<file path="config.mk">
export PLATFORM = sky130hd
export DESIGN_NAME = key_debounce_flat
export DESIGN_NICKNAME = d
export VERILOG_FILES = /design/src/rtl/key_debounce_if.sv /design/src/rtl/key_debounce.sv /design/src/flat_wrapper.sv
export SDC_FILE = /design/constraint.sdc
export NUM_CORES = 1
export LEC_CHECK = 0
export ABC_AREA = 1
export CORE_AREA = 3 3 51 53
export DETAILED_ROUTE_END_ITERATION = 10
export DIE_AREA = 0 0 54 56
export GPL_TIMING_DRIVEN = 0
export MAX_ROUTING_LAYER = met4
export PLACE_DENSITY = 0.78
export SLEW_MARGIN = 10
export SYNTH_ARGS = -nofsm -noshare
export SYNTH_HDL_FRONTEND = slang
export SYNTH_SLANG_ARGS = --single-unit
</file>
<file path="constraint.sdc">
create_clock -name clk -period 2.4 [get_ports clk]
set_clock_uncertainty 0.05 [all_clocks]
set_input_delay 0.48 -clock clk [delete_from_list [all_inputs] [get_ports clk]]
set_output_delay 0.48 -clock clk [all_outputs]
set_load 0.005 [all_outputs]
</file>
<file path="src/rtl/key_debounce_if.sv">
// rtl/key_debounce_if.sv - push-button debounce signal bundle (glitch_cnt present with KEY_DEBOUNCE_GLITCH_EN)
interface key_debounce_if;
    logic       key_in;
    logic       key_out;
    logic       busy;
`ifdef KEY_DEBOUNCE_GLITCH_EN
    logic [7:0] glitch_cnt;

    modport master (output key_in, input key_out, input busy, input glitch_cnt);
    modport slave  (input key_in, output key_out, output busy, output glitch_cnt);
`else
    modport master (output key_in, input key_out, input busy);
    modport slave  (input key_in, output key_out, output busy);
`endif
endinterface

</file>
<file path="src/rtl/key_debounce.sv">
// rtl/key_debounce.sv - push-button debouncer with 2-flop sync and 4-state qualify FSM (optional KEY_DEBOUNCE_GLITCH_EN glitch counter)
module key_debounce #(
    parameter int CNT_MAX = 500000,
    parameter int CNT_W   = 20
) (
    input  logic              clk,
    input  logic              n_rst,
    key_debounce_if.slave     kif
);

    typedef enum logic [1:0] {
        ST_HI  = 2'd0,
        CHK_LO = 2'd1,
        ST_LO  = 2'd2,
        CHK_HI = 2'd3
    } state_t;

    localparam logic [CNT_W-1:0] CNT_LAST = CNT_W'(CNT_MAX - 1);
    localparam logic [CNT_W-1:0] CNT_ONE  = CNT_W'(1);

    logic             sync1_q;
    logic             sync2_q;
    state_t           state_q;
    state_t           state_d;
    logic [CNT_W-1:0] cnt_q;
    logic [CNT_W-1:0] cnt_d;
    logic             key_out_q;
    logic             busy_q;

    // Two-flop synchronizer; idles high so reset never looks like a press
    always_ff @(posedge clk or negedge n_rst) begin
        if (!n_rst) begin
            sync1_q <= 1'b1;
            sync2_q <= 1'b1;
        end else begin
            sync1_q <= kif.key_in;
            sync2_q <= sync1_q;
        end
    end

    // FSM state and stability counter registers
    always_ff @(posedge clk or negedge n_rst) begin
        if (!n_rst) begin
            state_q <= ST_HI;
            cnt_q   <= '0;
        end else begin
            state_q <= state_d;
            cnt_q   <= cnt_d;
        end
    end

    // Next state: a level is accepted after CNT_MAX consecutive stable samples;
    // any reversal during a check drops back to the stable state
    always_comb begin
        state_d = state_q;
        cnt_d   = cnt_q;
        case (state_q)
            ST_HI: begin
                cnt_d = '0;
                if (!sync2_q) begin
                    state_d = CHK_LO;
                    cnt_d   = CNT_ONE;
                end
            end
            CHK_LO: begin
                if (sync2_q) begin
                    state_d = ST_HI;
                    cnt_d   = '0;
                end else if (cnt_q >= CNT_LAST) begin
                    state_d = ST_LO;
                    cnt_d   = '0;
                end else begin
                    cnt_d = cnt_q + CNT_ONE;
                end
            end
            ST_LO: begin
                cnt_d = '0;
                if (sync2_q) begin
                    state_d = CHK_HI;
                    cnt_d   = CNT_ONE;
                end
            end
            CHK_HI: begin
                if (!sync2_q) begin
                    state_d = ST_LO;
                    cnt_d   = '0;
                end else if (cnt_q >= CNT_LAST) begin
                    state_d = ST_HI;
                    cnt_d   = '0;
                end else begin
                    cnt_d = cnt_q + CNT_ONE;
                end
            end
            default: begin
                state_d = ST_HI;
                cnt_d   = '0;
            end
        endcase
    end

    // Outputs registered from the state so key_out only moves once a level is accepted
    always_ff @(posedge clk or negedge n_rst) begin
        if (!n_rst) begin
            key_out_q <= 1'b1;
            busy_q    <= 1'b0;
        end else begin
            key_out_q <= !((state_q == ST_LO) || (state_q == CHK_HI));
            busy_q    <= (state_q == CHK_LO) || (state_q == CHK_HI);
        end
    end

    assign kif.key_out = key_out_q;
    assign kif.busy    = busy_q;

`ifdef KEY_DEBOUNCE_GLITCH_EN
    logic       abort;
    logic [7:0] glitch_q;

    assign abort = ((state_q == CHK_LO) &&  sync2_q) ||
                   ((state_q == CHK_HI) && !sync2_q);

    // Saturating count of aborted qualifications
    always_ff @(posedge clk or negedge n_rst) begin
        if (!n_rst) begin
            glitch_q <= 8'd0;
        end else if (abort && (glitch_q != 8'hFF)) begin
            glitch_q <= glitch_q + 8'd1;
        end
    end

    assign kif.glitch_cnt = glitch_q;
`endif

endmodule

</file>
<file path="src/flat_wrapper.sv">
// flat-port wrapper written by rule: the top's interface ports become plain ports
module key_debounce_flat 
#(
    parameter int CNT_MAX = 500000,
    parameter int CNT_W   = 20
)
  (clk, n_rst, kif_key_in, kif_key_out, kif_busy);
  key_debounce_if kif_i ();
  input  logic clk;
  input  logic n_rst;
  input wire logic [$bits(kif_i.key_in)-1:0] kif_key_in;
  output wire logic [$bits(kif_i.key_out)-1:0] kif_key_out;
  output wire logic [$bits(kif_i.busy)-1:0] kif_busy;
  assign kif_i.key_in = kif_key_in;
  assign kif_key_out = kif_i.key_out;
  assign kif_busy = kif_i.busy;
  key_debounce #(.CNT_MAX(CNT_MAX), .CNT_W(CNT_W)) u_core (.clk(clk), .n_rst(n_rst), .kif(kif_i));
endmodule
</file>
==> metrics.yaml, run 1 <==
route:
  drt-pass1-iter-count: 4
  vias_per_cell: 5.07
  routed.top_layer: "met4"
  drtIter0Drc: 17
  wl_met3_um: 42
  drt-total-wl_mm: 2.21
  met1_length_mm: 1.05
  wl_met2_mm: 1.10
  wire_per_inst_um: 11.3
  drc: 0
  vias: 993
  ant_nets: 0
clock_network:
  hold_buffers: 0
  cts_sinks: 26
  post_cts_buffers: 0
  cts_tree: "yes"
  clk_transition_reported_paths_ns: 0.14
  post_cts_resized: 0
  cts_buffer_depth: 2
  cts_max_level: 1
  numCtsBuffers: 3
  cts_root_buffer: "clkbuf_4"
  clock_latency_ns: 0.32
setup_path:
  start_kind: "flip-flop"
  r2r-end: "u_core.cnt_q[3]"
  reg2reg_depth: 11
  cp_cell_sequence: "clkdlybuf4s50_1"
  cp.depth: 1
  reg2reg_slack_ns: 0.80
  crit_required_ns: 1.87
  timing.rr.start: "u_core.cnt_q[0]"
  cpPeakStageDelay_ns: 0.54
  end_kind: "primary output"
  cp_slowest_cell: "dfstp_2"
  worstSetupPathType: "reg -> out"
  critPathBufInv: 1
  cp_max_fo: 1
  path_delay_family: "flip-flops"
  cp.arrival_ns: 1.35
floorplan:
  core_sq_um: 2190
  die-area_sq_um: 3020
  dieHeight_um: 56
  die_w_um: 54
  num_io_pins: 5
  rows: 17
  start_util_pct: 61.7
global_routing:
  grt_usage_pct: 17.6
  grt_pass1_vias: 945
  grt_overflow: 0
  antenna_found_initial: 0
  grt_max_degree: 27
  grt_pass1_wl_mm: 3.89
logic_synthesis:
  ys_seq_area_share_pct: 48.4
  yosys_register_bits: 26
  syn_avg_cell_area_sq_um: 8.45
  syn_area_sq_um: 1350
  yosysWarningCount: 0
  netlist.area_leader.share_pct: 42.6
  synth_cell_types: 28
  ys_top_cells_by_area: "dfrtp_1, nand2_1, nor2_1, dfstp_2, inv_1"
  syn-num-nets: 164
  netlist_instances: 160
  synth_top_area_cell: "dfrtp_1"
finish:
  final_nets: 173
  postLayoutCellArea_sq_um: 1480
  layout-drive-gt1-share_pct: 19.6
  instances_no_fill: 196
  area_growth_pct: 9.44
  diodes: 0
sta:
  setup_violations: 0
  rsz0062_at_grt: "no"
  timing.fmax_mhz: 531
  worst_pin_slew_ns: 1.13
  maxSlewHeadroom_pct: 24.2
  tns_ns: 0
  min_period_ns: 1.88
  layout_setup_ws_ns: 0.518
  period_share_pct: 78.4
  hold_viol: 0
  drv_slew: 0
placed_design:
  routabilityCongestion: 0.795
  hpwl_mm: 1.70
  dp.cells: 192
  portBuffers: 4
  post-place-ws_ns: 0.488
  place_area_sq_um: 1430
power_and_ir_drop:
  leakagePower_nw: 0.632
  powerDensity_nw_per_um2: 692
  peakVddDrop_mv: 0.648
hold_path:
  worstHoldStart: "u_core.sync1_q"
  hold-path-endpoint: "u_core.sync2_q"
  min_path_cells: 0
  hold_path.class: "reg -> reg"
run:
  maxCapViolCount: 0
status:
  status: "completed"
## kinds of logic (layout without fill, tap and decap cells)
family / after synthesis / in the layout / share of synthesized area, %
and+or+nand+nor: 90 / 90 / 34.4
AOI/OAI and AO/OA: 12 / 12 / 4.72
adders and majority gates: 1 / 1 / 0.926
other: 1 / 1 / 0.278
buffers and inverters: 26 / 34 / 8.70
DFF: 26 / 26 / 48.4
xor gates and xnor gates: 4 / 4 / 2.59
## final cells by class
class | instances | area [sq um]
clock buffer | 3 | 22.5
tap | 28 | 35.0
timing repair buffer | 4 | 40.0
fill | 188 | 712
buffer | 3 | 31.3
sequential | 26 | 654
multi-input combinational | 108 | 579
inverter | 23 | 86.3
clock inverter | 1 | 30.0
## report_power, final
group          internal, mW  switching (mW)
registers             0.492          0.0369
logic                0.0925           0.100
clock network         0.169           0.134
## flip-flops by register name (all words and copies together) (netlist names), named ones only
signal	count
u_core.kif.key_out	1
u_core.cnt_q	20
u_core.kif.busy	1
u_core.sync2_q	1
u_core.sync1_q	1
u_core.state_q	1
## stage by stage
step           power, mW  util (%)  hold slack, ns
2_1_floorplan      0.659         -           0.134
3_3_place_gp       0.729      65.1           0.299
3_5_place_dp       0.734      65.1           0.304
4_1_cts             1.04      67.5           0.324
5_1_grt             1.09      67.5           0.325
6_report            1.02      67.5           0.321
## how the worst max path moves through the flow
| stage | startpoint | slack, ns | to |
|---|---|---|---|
| 3_5_place_dp | n_rst | 0.49 | u_core.kif.busy |
| 5_1_grt | u_core.kif.key_out | 0.46 | kif_key_out |
| 2_1_floorplan | u_core.cnt_q[0] | 0.93 | u_core.cnt_q[12] |
| 4_1_cts | u_core.kif.key_out | 0.50 | kif_key_out |
| 3_3_place_gp | n_rst | 0.49 | u_core.kif.busy |
| 6_report | u_core.kif.key_out | 0.52 | kif_key_out |
## metal layers
metal / vias to the layer above / GRT usage, %
met4: 0 / 6.41
met5: - / -
met1: 475 / 21.7
met2: 6 / 28.2
li1: 509 / -
met3: 3 / 3.22
## synthesized netlist by cell type, drive strengths merged
master / count
dfstp: 3
clkbuf: 1
nor2: 34
ha: 1
inv: 23
a21oi: 4
nand3b: 1
nor3: 9
conb: 1
o21ai: 6
nand2: 38
nand3: 7
dfrtp: 23
nor3b: 1
xor2: 4
buf: 2
o22ai: 1
o21bai: 1
## cell usage in the layout (no fill, tap or decap)
cell type | netlist | layout
clkbuf_4 | 0 | 3
nor3_4 | 1 | 1
nor3_1 | 3 | 3
o21ai_1 | 2 | 2
nand2_2 | 3 | 3
nor2_1 | 30 | 30
ha_1 | 1 | 1
o21ai_0 | 4 | 4
nor2_4 | 3 | 3
nand3_2 | 2 | 2
nor3_2 | 5 | 5
clkbuf_1 | 1 | 1
nand2_1 | 33 | 33
a21oi_1 | 4 | 4
inv_1 | 17 | 17
inv_2 | 6 | 6
o22ai_1 | 1 | 1
nor3b_2 | 1 | 1
buf_4 | 1 | 1
dfstp_2 | 3 | 3
nand3_1 | 5 | 5
nand3b_1 | 1 | 1
clkdlybuf4s50_1 | 0 | 4
o21bai_1 | 1 | 1
nand2_4 | 2 | 2
dfrtp_1 | 23 | 23
nor2_2 | 1 | 1
buf_12 | 1 | 1
conb_1 | 1 | 1
bufinv_16 | 0 | 1
xor2_1 | 4 | 4
(Power assumes the default switching activity.)
==> inputs of run 2 (changes only) <==
CORE_AREA = 3 3 55 57   (was 3 3 51 53)
DIE_AREA = 0 0 58 60   (was 0 0 54 56)
PLACE_DENSITY = 0.71   (was 0.78)
clock period = 1.6 ns   (was 2.4 ns; I/O delays follow)
==> metrics.yaml, run 2 (synthesis gave the netlist of run 1 again) <==
status:
  status: "completed"
sta:
  timing.fmax_mhz: 628
  rsz0062_at_grt: "yes"
  hold_viol: 0
  maxSlewHeadroom_pct: 61.4
  period_share_pct: 99.6
  setup_violations: 0
  layout_setup_ws_ns: 0.00692
  tns_ns: 0
  worst_pin_slew_ns: 0.579
  min_period_ns: 1.59
  drv_slew: 0
finish:
  diodes: 0
  final_nets: 181
  postLayoutCellArea_sq_um: 1540
  final_common_cell: "nand2_1"
  layout_common_cells: "nand2_1, nor2_1, dfrtp_1"
  largest_reg_flops: 20
  n_fill_cell: 224
  instances_no_fill: 206
  area_growth_pct: 13.9
  layout-drive-gt1-share_pct: 25.0
  regMostFlops: "u_core.cnt_q"
run:
  maxCapViolCount: 0
setup_path:
  reg2reg_slack_ns: 0.007
  cp.arrival_ns: 1.78
  end_kind: "flip-flop"
  start_kind: "flip-flop"
  crit_required_ns: 1.79
  cp_max_fo: 5
  worstSetupPathType: "reg -> reg"
floorplan:
  die_w_um: 58
  num_io_pins: 5
  start_util_pct: 53.6
  rows: 18
  die-area_sq_um: 3480
  core_sq_um: 2520
  dieHeight_um: 60
clock_network:
  clk_transition_reported_paths_ns: 0.13
  cts_sinks: 26
  numCtsBuffers: 3
  cts_buffer_depth: 2
  cts_root_buffer: "clkbuf_4"
  cts_max_level: 1
  clock_latency_ns: 0.32
  cts_tree: "yes"
global_routing:
  grt_usage_pct: 15.6
  grt_pass1_wl_mm: 3.98
  grt_overflow: 0
  grt_max_degree: 27
  grt_pass1_vias: 950
  antenna_found_initial: 0
power_and_ir_drop:
  swShare_pct: 28.8
  leakagePower_nw: 0.665
  powerDensity_nw_per_um2: 920
  p_comb_share_pct: 24.3
  p_int_mw: 1.01
  power_mw: 1.42
  clkPwrFrac_pct: 19.5
  peakVddDrop_mv: 0.827
  p_switching_mw: 0.408
  p_seq_share_pct: 56.2
placed_design:
  routabilityCongestion: 0.798
  portBuffers: 4
  place_area_sq_um: 1430
  hpwl_mm: 1.77
  dp.cells: 194
  post-place-ws_ns: -0.193
route:
  drt-pass1-iter-count: 4
  drtIter0Drc: 32
  wire_per_inst_um: 11.9
  ant_nets: 0
  vias: 994
  drt-total-wl_mm: 2.44
  drc: 0
  vias_per_cell: 4.83
hold_path:
  hold_path.class: "reg -> reg"
run 2: changes by cell type in the layout (fill, tap and decap cells not counted), sizes merged:
cell | previous run | this run
buf | 2 | 9
bufinv | 1 | 0
clkbuf | 4 | 6
clkdlybuf4s50 | 4 | 2
dlygate4sd2 | 0 | 1
dlygate4sd3 | 0 | 1
run 2: area by class of cell:
class                      count  area [sq um]  share of cell area, %
timing repair buffer          12           114                   7.40
sequential                    26           654                   42.5
clock buffer                   4          26.3                   1.71
buffer                         3          31.3                   2.03
multi-input combinational    108           589                   38.3
tap                           30          37.5                   2.44
inverter                      23          86.3                   5.61
run 2: worst max-delay path, stage by stage, from the launching register on:
cell and delay, ns:
dfrtp_1 0.42, ha_2 0.20, nand2_2 0.07, inv_2 0.05, nand2_4 0.08, nand2_2 0.04
nand2_1 0.05, nand2_1 0.06, nand2_2 0.10, nand2_4 0.08, buf_12 0.14, nor3b_2 0.18
run 2: path summary, 6_finish.rpt:
kind,start,endpoint,cells past startpoint
max,u_core.cnt_q[0],u_core.cnt_q[12],11
min reg2reg,u_core.sync1_q,u_core.sync2_q,0
max reg2reg,u_core.cnt_q[0],u_core.cnt_q[12],11
min,u_core.sync1_q,u_core.sync2_q,0
max in group asynchronous,n_rst,u_core.sync1_q,2
min in group asynchronous,n_rst,u_core.cnt_q[6],2
run 2: what timing repair did:
action                     CTS  global route
buffers inserted             1             5
gates resized for setup      3             2
pin swaps                    3             7
cloned                       0             1
hold endpoints to repair     0            23
hold buffers                 0             1
setup endpoints to repair   10            21
run 2: routing by layer:
| layer | vias up | track usage [%] | wire, um |
|---|---|---|---|
| li1 | 523 | - | - |
| met1 | 460 | 18.1 | 1100 |
| met2 | 7 | 26.9 | 1270 |
| met3 | 4 | 4.54 | 56 |
| met4 | 0 | 2.98 | 19 |
| met5 | - | - | 0 |
run 2: through the flow:
step | hold WS, ns | util (%)
final | 0.327 | 61.0
after global routing | 0.312 | 61.0
after CTS | 0.330 | 58.1
after detailed placement | 0.309 | 56.6
after global placement | 0.296 | 56.6
after floorplan | -0.0256 | -
run 2: power by group through the flow:
| stage | logic [mW] | clock network [mW] | registers (mW) |
|---|---|---|---|
| 2_1_floorplan | 0.186 | 0 | 0.802 |
| 3_3_place_gp | 0.291 | 0 | 0.805 |
| 3_5_place_dp | 0.296 | 0 | 0.807 |
| 4_1_cts | 0.291 | 0.293 | 0.794 |
| 5_1_grt | 0.385 | 0.319 | 0.800 |
| 6_report | 0.344 | 0.276 | 0.796 |
